==> src/rtl/alu_div_seq.sv <==
// alu_div_seq: iterative radix-2 restoring divider feeding the ALU DIV input.
// One quotient bit per clock; DONE is a one-cycle registered pulse.
// Optional macro ALU_DIV_SIGNED_EN: when defined, SIGNED_OP selects two's-
// complement division and the FIX state applies sign correction; otherwise
// every operation is unsigned and FIX is a plain one-cycle load.
//
// state | meaning
// IDLE  | waiting for START, results held
// CALC  | N shift/subtract iterations
// FIX   | sign correction and result load
// FIN   | completion cycle, DONE raised on the following edge
module alu_div_seq #(
    parameter int N = 32
) (
    input  logic         CLK,
    input  logic         RST_N,
    input  logic         START,
    input  logic [N-1:0] A,
    input  logic [N-1:0] B,
    input  logic         SIGNED_OP,
    output logic         BUSY,
    output logic         DONE,
    output logic [N-1:0] QUOTIENT,
    output logic [N-1:0] REMAINDER,
    output logic         DIV_BY_ZERO
);

    localparam int CW = $clog2(N);
    localparam logic [CW-1:0] CNT_INIT = CW'(N - 1);

    typedef enum logic [1:0] {IDLE, CALC, FIX, FIN} state_t;

    state_t         state, state_nxt;
    logic [N-1:0]   rem_q, dvd_q, dvs_q;
    logic [CW-1:0]  cnt_q;
    logic           done_q;

    logic [N:0]     shifted, diff;
    logic           ge;
    logic [N-1:0]   mag_a, mag_b;
    logic [N-1:0]   q_fix, r_fix;

`ifdef ALU_DIV_SIGNED_EN
    logic sign_a, sign_b;
    logic neg_q_q, neg_r_q;

    // Operand magnitudes and sign-corrected results for two's-complement mode.
    always_comb begin
        sign_a = SIGNED_OP & A[N-1];
        sign_b = SIGNED_OP & B[N-1];
        mag_a  = sign_a ? -A : A;
        mag_b  = sign_b ? -B : B;
        q_fix  = neg_q_q ? -dvd_q : dvd_q;
        r_fix  = neg_r_q ? -rem_q : rem_q;
    end

    // Sign flags captured with the operands on an accepted START.
    always_ff @(posedge CLK) begin
        if (!RST_N) begin
            neg_q_q <= 1'b0;
            neg_r_q <= 1'b0;
        end else if (state == IDLE && START) begin
            neg_q_q <= sign_a ^ sign_b;
            neg_r_q <= sign_a;
        end
    end
`else
    logic unused_signed_op;

    // Unsigned-only build: operands and results pass straight through.
    always_comb begin
        mag_a            = A;
        mag_b            = B;
        q_fix            = dvd_q;
        r_fix            = rem_q;
        unused_signed_op = SIGNED_OP;
    end
`endif

    // Single N+1-bit subtractor; the top bit is the borrow because rem < divisor.
    always_comb begin
        shifted = {rem_q, dvd_q[N-1]};
        diff    = shifted - {1'b0, dvs_q};
        ge      = ~diff[N];
    end

    // State register.
    always_ff @(posedge CLK) begin
        if (!RST_N) state <= IDLE;
        else        state <= state_nxt;
    end

    // Next-state decode and BUSY.
    always_comb begin
        state_nxt = state;
        BUSY      = 1'b0;
        case (state)
            IDLE: if (START) state_nxt = (B == '0) ? FIN : CALC;
            CALC: begin
                BUSY = 1'b1;
                if (cnt_q == '0) state_nxt = FIX;
            end
            FIX: begin
                BUSY      = 1'b1;
                state_nxt = FIN;
            end
            FIN:     state_nxt = IDLE;
            default: state_nxt = IDLE;
        endcase
    end

    // Datapath: operand capture, iteration, and result registers.
    always_ff @(posedge CLK) begin
        if (!RST_N) begin
            rem_q       <= '0;
            dvd_q       <= '0;
            dvs_q       <= '0;
            cnt_q       <= '0;
            done_q      <= 1'b0;
            QUOTIENT    <= '0;
            REMAINDER   <= '0;
            DIV_BY_ZERO <= 1'b0;
        end else begin
            done_q <= (state == FIN);
            case (state)
                IDLE: if (START) begin
                    if (B == '0) begin
                        QUOTIENT    <= '1;
                        REMAINDER   <= A;
                        DIV_BY_ZERO <= 1'b1;
                    end else begin
                        rem_q       <= '0;
                        dvd_q       <= mag_a;
                        dvs_q       <= mag_b;
                        cnt_q       <= CNT_INIT;
                        DIV_BY_ZERO <= 1'b0;
                    end
                end
                CALC: begin
                    rem_q <= ge ? diff[N-1:0] : shifted[N-1:0];
                    dvd_q <= {dvd_q[N-2:0], ge};
                    if (cnt_q != '0) cnt_q <= cnt_q - 1'b1;
                end
                FIX: begin
                    QUOTIENT    <= q_fix;
                    REMAINDER   <= r_fix;
                    DIV_BY_ZERO <= 1'b0;
                end
                default: ;
            endcase
        end
    end

    assign DONE = done_q;

endmodule

==> config.mk <==
export PLATFORM = sky130hd
export DESIGN_NAME = alu_div_seq
export DESIGN_NICKNAME = d
export VERILOG_FILES = /design/src/rtl/alu_div_seq.sv
export SDC_FILE = /design/constraint.sdc
export NUM_CORES = 1
export LEC_CHECK = 0
export ABC_AREA = 1
export CORE_MARGIN = 2
export CORE_UTILIZATION = 30
export DETAILED_ROUTE_END_ITERATION = 6
export GPL_TIMING_DRIVEN = 0
export PLACE_DENSITY_LB_ADDON = 0.25
export RECOVER_POWER = 100
export SETUP_SLACK_MARGIN = 0.02
export SLEW_MARGIN = 5
export SYNTH_ARGS = -nofsm -noshare
export SYNTH_HDL_FRONTEND = slang
export SYNTH_SLANG_ARGS = --single-unit
==> constraint.sdc <==
create_clock -name CLK -period 3.5 [get_ports CLK]
set_clock_uncertainty 0.2 [all_clocks]
set_input_delay 0.875 -clock CLK [delete_from_list [all_inputs] [get_ports CLK]]
set_output_delay 0.875 -clock CLK [all_outputs]
set_load 0.03 [all_outputs]
-- Word-level counts from Yosys, hierarchy flattened
Cells that the tools add are included.
- flip-flop bits (word level): 169
- input bits: 68
- $add $sub $neg: 2
- equality and inequality tests: 8
- multiplexer cells: 25
- bitwise gates (word level): 2
- reductions and logical operators: 13
- operators with widths (kind ; number):
    $mux 32 ; 9
    $pmux 32 s2 ; 4
    $sub 33x32->33 ; 1
    $logic_not 32->1 ; 1
    $mux 5 ; 3
    $ne 2x2->1 const B ; 5
    $pmux 5 s2 ; 1
    $reduce_and 3->1 ; 3
    $pmux 2 s4 ; 1
    $mux 2 ; 3
    $logic_not 5->1 ; 1
    $reduce_bool 5->1 ; 1
    $sub 5x1->5 const B ; 1
    $eq 2x2->1 const B ; 2
    $reduce_and 2->1 ; 2
    $reduce_and 4->1 ; 1
    $reduce_bool 2->1 ; 2
    $mux 1 ; 3
    $eq 2x1->1 const B ; 1
    $logic_not 2->1 ; 1
    $not 1->1 ; 2
    $pmux 1 s2 ; 1
    $reduce_or 2->1 ; 1

-- Logic depth before layout (Yosys ltp)
- depth in word-level cells: 4
- mapped depth: 19
- gate-level depth less buffers: 18

-- Worst setup path after synthesis
No wires, ideal clock.
- path type: register to register
- from: register dvd_q[31]
- to: register rem_q[17], in the netlist r_fix[17]
- arrival: 2.007 ns
- required time: 3.168 ns
- path slack: 1.161 ns
- cell stages (with the launch flop): 18
- period minus slack after synthesis: 2.339 ns
- cell sequence: dfxtp_1 inv_1 ha_1 inv_1 fa_1 nand2_1 nand2_1 nand3_2 nand2_2 nand2_2 nand2_4 nand2_4 nand3_2 nand2_2 buf_2 nand2_1 nand3_1 a21oi_1
- word-level cells in the longest chain between the ends: 3
- ends and longest elaborated chain (what ; line ; source):
    start: declaration ; 34 ; logic [N-1:0] rem_q, dvd_q, dvs_q;
    start signal: assignment ; 133 ; dvd_q <= mag_a;
    start signal: assignment ; 141 ; dvd_q <= {dvd_q[N-2:0], ge};
    $sub 33x32->33 ; 83 ; diff = shifted - {1'b0, dvs_q};
    $mux 32 ; 140 ; rem_q <= ge ? diff[N-1:0] : shifted[N-1:0];
    $pmux 32 s2 ; 125 ; case (state)
    end signal: assignment ; 140 ;
    end: declaration ; 34 ;
No other way between the ends.
A chain may end at the register's enable or synchronous reset.

-- Final worst setup path
- from: input port B[5]
- to: register dvd_q[17]
- word-level cells in the longest chain between the ends: 3
- ends and longest elaborated chain (what ; line ; source):
    start: declaration ; 19 ; input logic [N-1:0] B,
    $logic_not 32->1 ; 127 ; if (B == '0) begin
    $ne 2x2->1 (no line) ; n/a ;
    $reduce_and 3->1 (no line) ; n/a ;
No other way between the ends.

==> metrics.txt <==
WS Path Type=primary input to register; Final ANT Viol Nets=0; top cell type by total area after synthesis=dfxtp_1; Syn Area/Cell=between 6 and 7 µm²; Main synth FF type=dfxtp_1; Post-CTS Setup Bufs=0; final hold violation count=0; H-tree Lvls=4; worst slew pin tran=between 0.8 and 0.9 ns; via/cell ratio=about 4.7; pre-CTS WS=-0.295 ns; Worst Setup Slack, final=about 0.16 ns; number of remaining DRC errors=0; Final Cycle Share=between 90% and 100%; P_leak=about 5.8 nW; Final Critical Period=~3.3 ns; Slew Limit Headroom=a little under half; crit-path max cell delay=around 0.48 ns; depth of the most critical reg-to-reg path=17; final net count=1809; register bit total from synthesis=between 150 and 200; DPL Wire Length=roughly 27 mm; unrepaired setup endpoints after global routing=no; Final Max Tran Viols=0; DIE AREA=roughly 34000 µm²; PwrDens=between 700 and 800 nW/µm²; # fillers=3562; initial antenna violation count=0; Cells after Synth=approximately 1600; Worst-Skew Late Latency=~0.44 ns; Core Area=32400 µm²; DR pass1 iterations=7; post-synthesis sequential area ratio=about a third; vias in the first global route=9573; top cells by area, synth=dfxtp_1 (34%), nand2_1 (20%), inv_1 (7.6%), o21ai_0 (6.5%), a21oi_1 (4.8%); CP startpoint=B[5]; TritonCTS Buffers=17; hold slack=0.267 ns; Peak Freq=around 300 MHz; CP Max Fanout=10; # port buffers=133; final WL=between 30 and 40 mm; share of cells above drive strength 1=5.48%; CP Data Required Time=3.67 ns; Arrival @ worst endpoint=approximately 3.5 ns; die height=about 180 µm; post-route setup TNS=0 ns; R2R Path End=r_fix[24]; Detailed Route Iter0 Violations=784; cells along the critical path=clkdlybuf4s50_1 -> nor2_1 -> nand2_1 -> nor2_1 -> nand4_1 -> nand3_1 -> o21ai_1 -> buf_2 -> clkbuf_1 -> o21ai_0 -> a31oi_1; vias=10100; Placed Area=around 12000 µm²; Layout Cell Area excl Fill=12300 µm²; peak supply drop=363 µV; outcome=completed; P&R area growth vs syn=25.9%; Worst-path clk slew=approximately 0.08 ns; syn nets=~1700; Yosys cell types=39; total clock sinks=~170; FF-to-FF Start=dvd_q[31]; Post-synth EDFFs=0; Syn Std Cell Area=between 9000 and 10000 µm²; die width=approximately 180 µm; row count=66; Synth top area share=34.5%; Critical Path End=dvd_q[17]; Async SR Flop Fraction=0%; CTS tree=built; clock root buffer=clkbuf_16; Worst setup SP type=primary input; Critical Path End Type=register; global-route wire length before repair=approximately 52 mm; initial core utilization=between 30% and 40%; gr ovfl total=0; Max Buffers Root-to-Sink=2; Hold/Removal Path Class=register to register; I/O pins=approximately 140; pin count of the biggest net entering global routing=23; GRT Util Overall=between 15 and 20%; Final setup violation count=0; gpl congestion=about 0.92; synth warn=0; CP max stage cell=clkdlybuf4s50_1; register-to-register setup slack=slightly above 0.7 ns; wire per inst=15.4 µm; CP most frequent cell=nor2_1; n_diodes=0; Max-cap violations=0
[state kept, by name (all words and copies together), names as in the netlist]
name         cells
DIV_BY_ZERO      1
DONE             1
QUOTIENT        32
REMAINDER       32
cnt_q            5
dvd_q           32
dvs_q           32
r_fix           32
state            2
[report_power, final]
group	switching [W]	internal, W
registers	0.000340	0.00248
clock network	0.00104	0.00101
logic	0.00302	0.00138
total	0.00440	0.00487
[cell type report]
cell class	instances	area (µm²)	area share, %
multi-input combinational	1097	5310	43.0
sequential	169	3380	27.4
timing repair buffer	133	1330	10.8
inverter	209	785	6.35
tap	442	553	4.48
clock buffer	17	425	3.45
buffer	75	342	2.77
clock inverter	15	219	1.77
[synthesized netlist by cell type, types with 4 or more instances]
cell	number
nor2_1	97
o21ai_0	128
inv_2	9
nand4_1	11
nand3_1	48
a21oi_1	95
a311oi_1	6
ha_1	38
clkbuf_1	52
dfxtp_1	169
xor2_1	12
buf_2	15
nand2_2	12
o211ai_1	4
a31oi_1	60
buf_6	4
inv_1	199
nand2_1	527
and2_1	7
nor3_1	23
nand2_4	4
[per-layer routing]
metal | part of all wire [%] | vias up | global-route usage (%) | wire length [µm]
met1 | 46 | 4590 | 25.9 | 15400
met3 | 5.0 | 30 | 2.95 | 1680
met5 | 0 | - | 0 | 0
met2 | 47 | 254 | 34.3 | 15700
met4 | 1.5 | 0 | 4.98 | 514
li1 | - | 5231 | - | -
[stage by stage]
step	std cells	utilization (%)	power, W
finish	2157	38.1	0.00927
global route	2157	38.1	0.00993
CTS	2157	38.1	0.00943
detailed placement	2125	36.1	0.00735
global placement	2125	36.1	0.00731
floorplan	1550	-	0.00573
[critical path, delay by kind of cell]
kind / cells / cell delay (ns)
simple gates: 5 / 0.93
buf+inv: 3 / 1.13
compound gates: 3 / 0.57
[logic make-up (layout without fill, tap and decap cells)]
family	count (synthesis)	in the layout	share of synthesized area [%]
AND/OR/NAND/NOR	741	741	30.9
AO/OA/AOI/OAI	302	302	16.8
buffers and inverters	284	449	11.4
flip-flops	169	169	34.5
adder cells (fa/ha/maj)	39	39	5.05
XOR/XNOR	15	15	1.34
[worst min path at each step]
stage | depth (start not counted) | to | from
final | 2 | dvs_q[10] | dvs_q[10]
after global routing | 2 | dvs_q[10] | dvs_q[10]
after CTS | 2 | QUOTIENT[6] | QUOTIENT[6]
after detailed placement | 2 | dvs_q[10] | dvs_q[10]
after global placement | 2 | dvs_q[21] | dvs_q[21]
after floorplan | 2 | dvs_q[0] | dvs_q[0]
[repair_timing]
item,CTS,global route
gates resized for setup,0,7
setup endpoints to repair,0,18
hold buffers,0,0
[placed cells by master (no fill, tap or decap), types with 23 or more instances in the layout]
| cell | n |
|---|---|
| a21oi_1 | 94 |
| nand3_1 | 48 |
| dlygate4sd3_1 | 68 |
| clkdlybuf4s50_1 | 65 |
| dfxtp_1 | 169 |
| o21ai_0 | 128 |
| a31oi_1 | 60 |
| nor2_1 | 97 |
| clkbuf_1 | 50 |
| ha_1 | 38 |
| nor3_1 | 23 |
| inv_1 | 199 |
| nand2_1 | 527 |
Note: power is estimated with default switching activity, not from simulation.
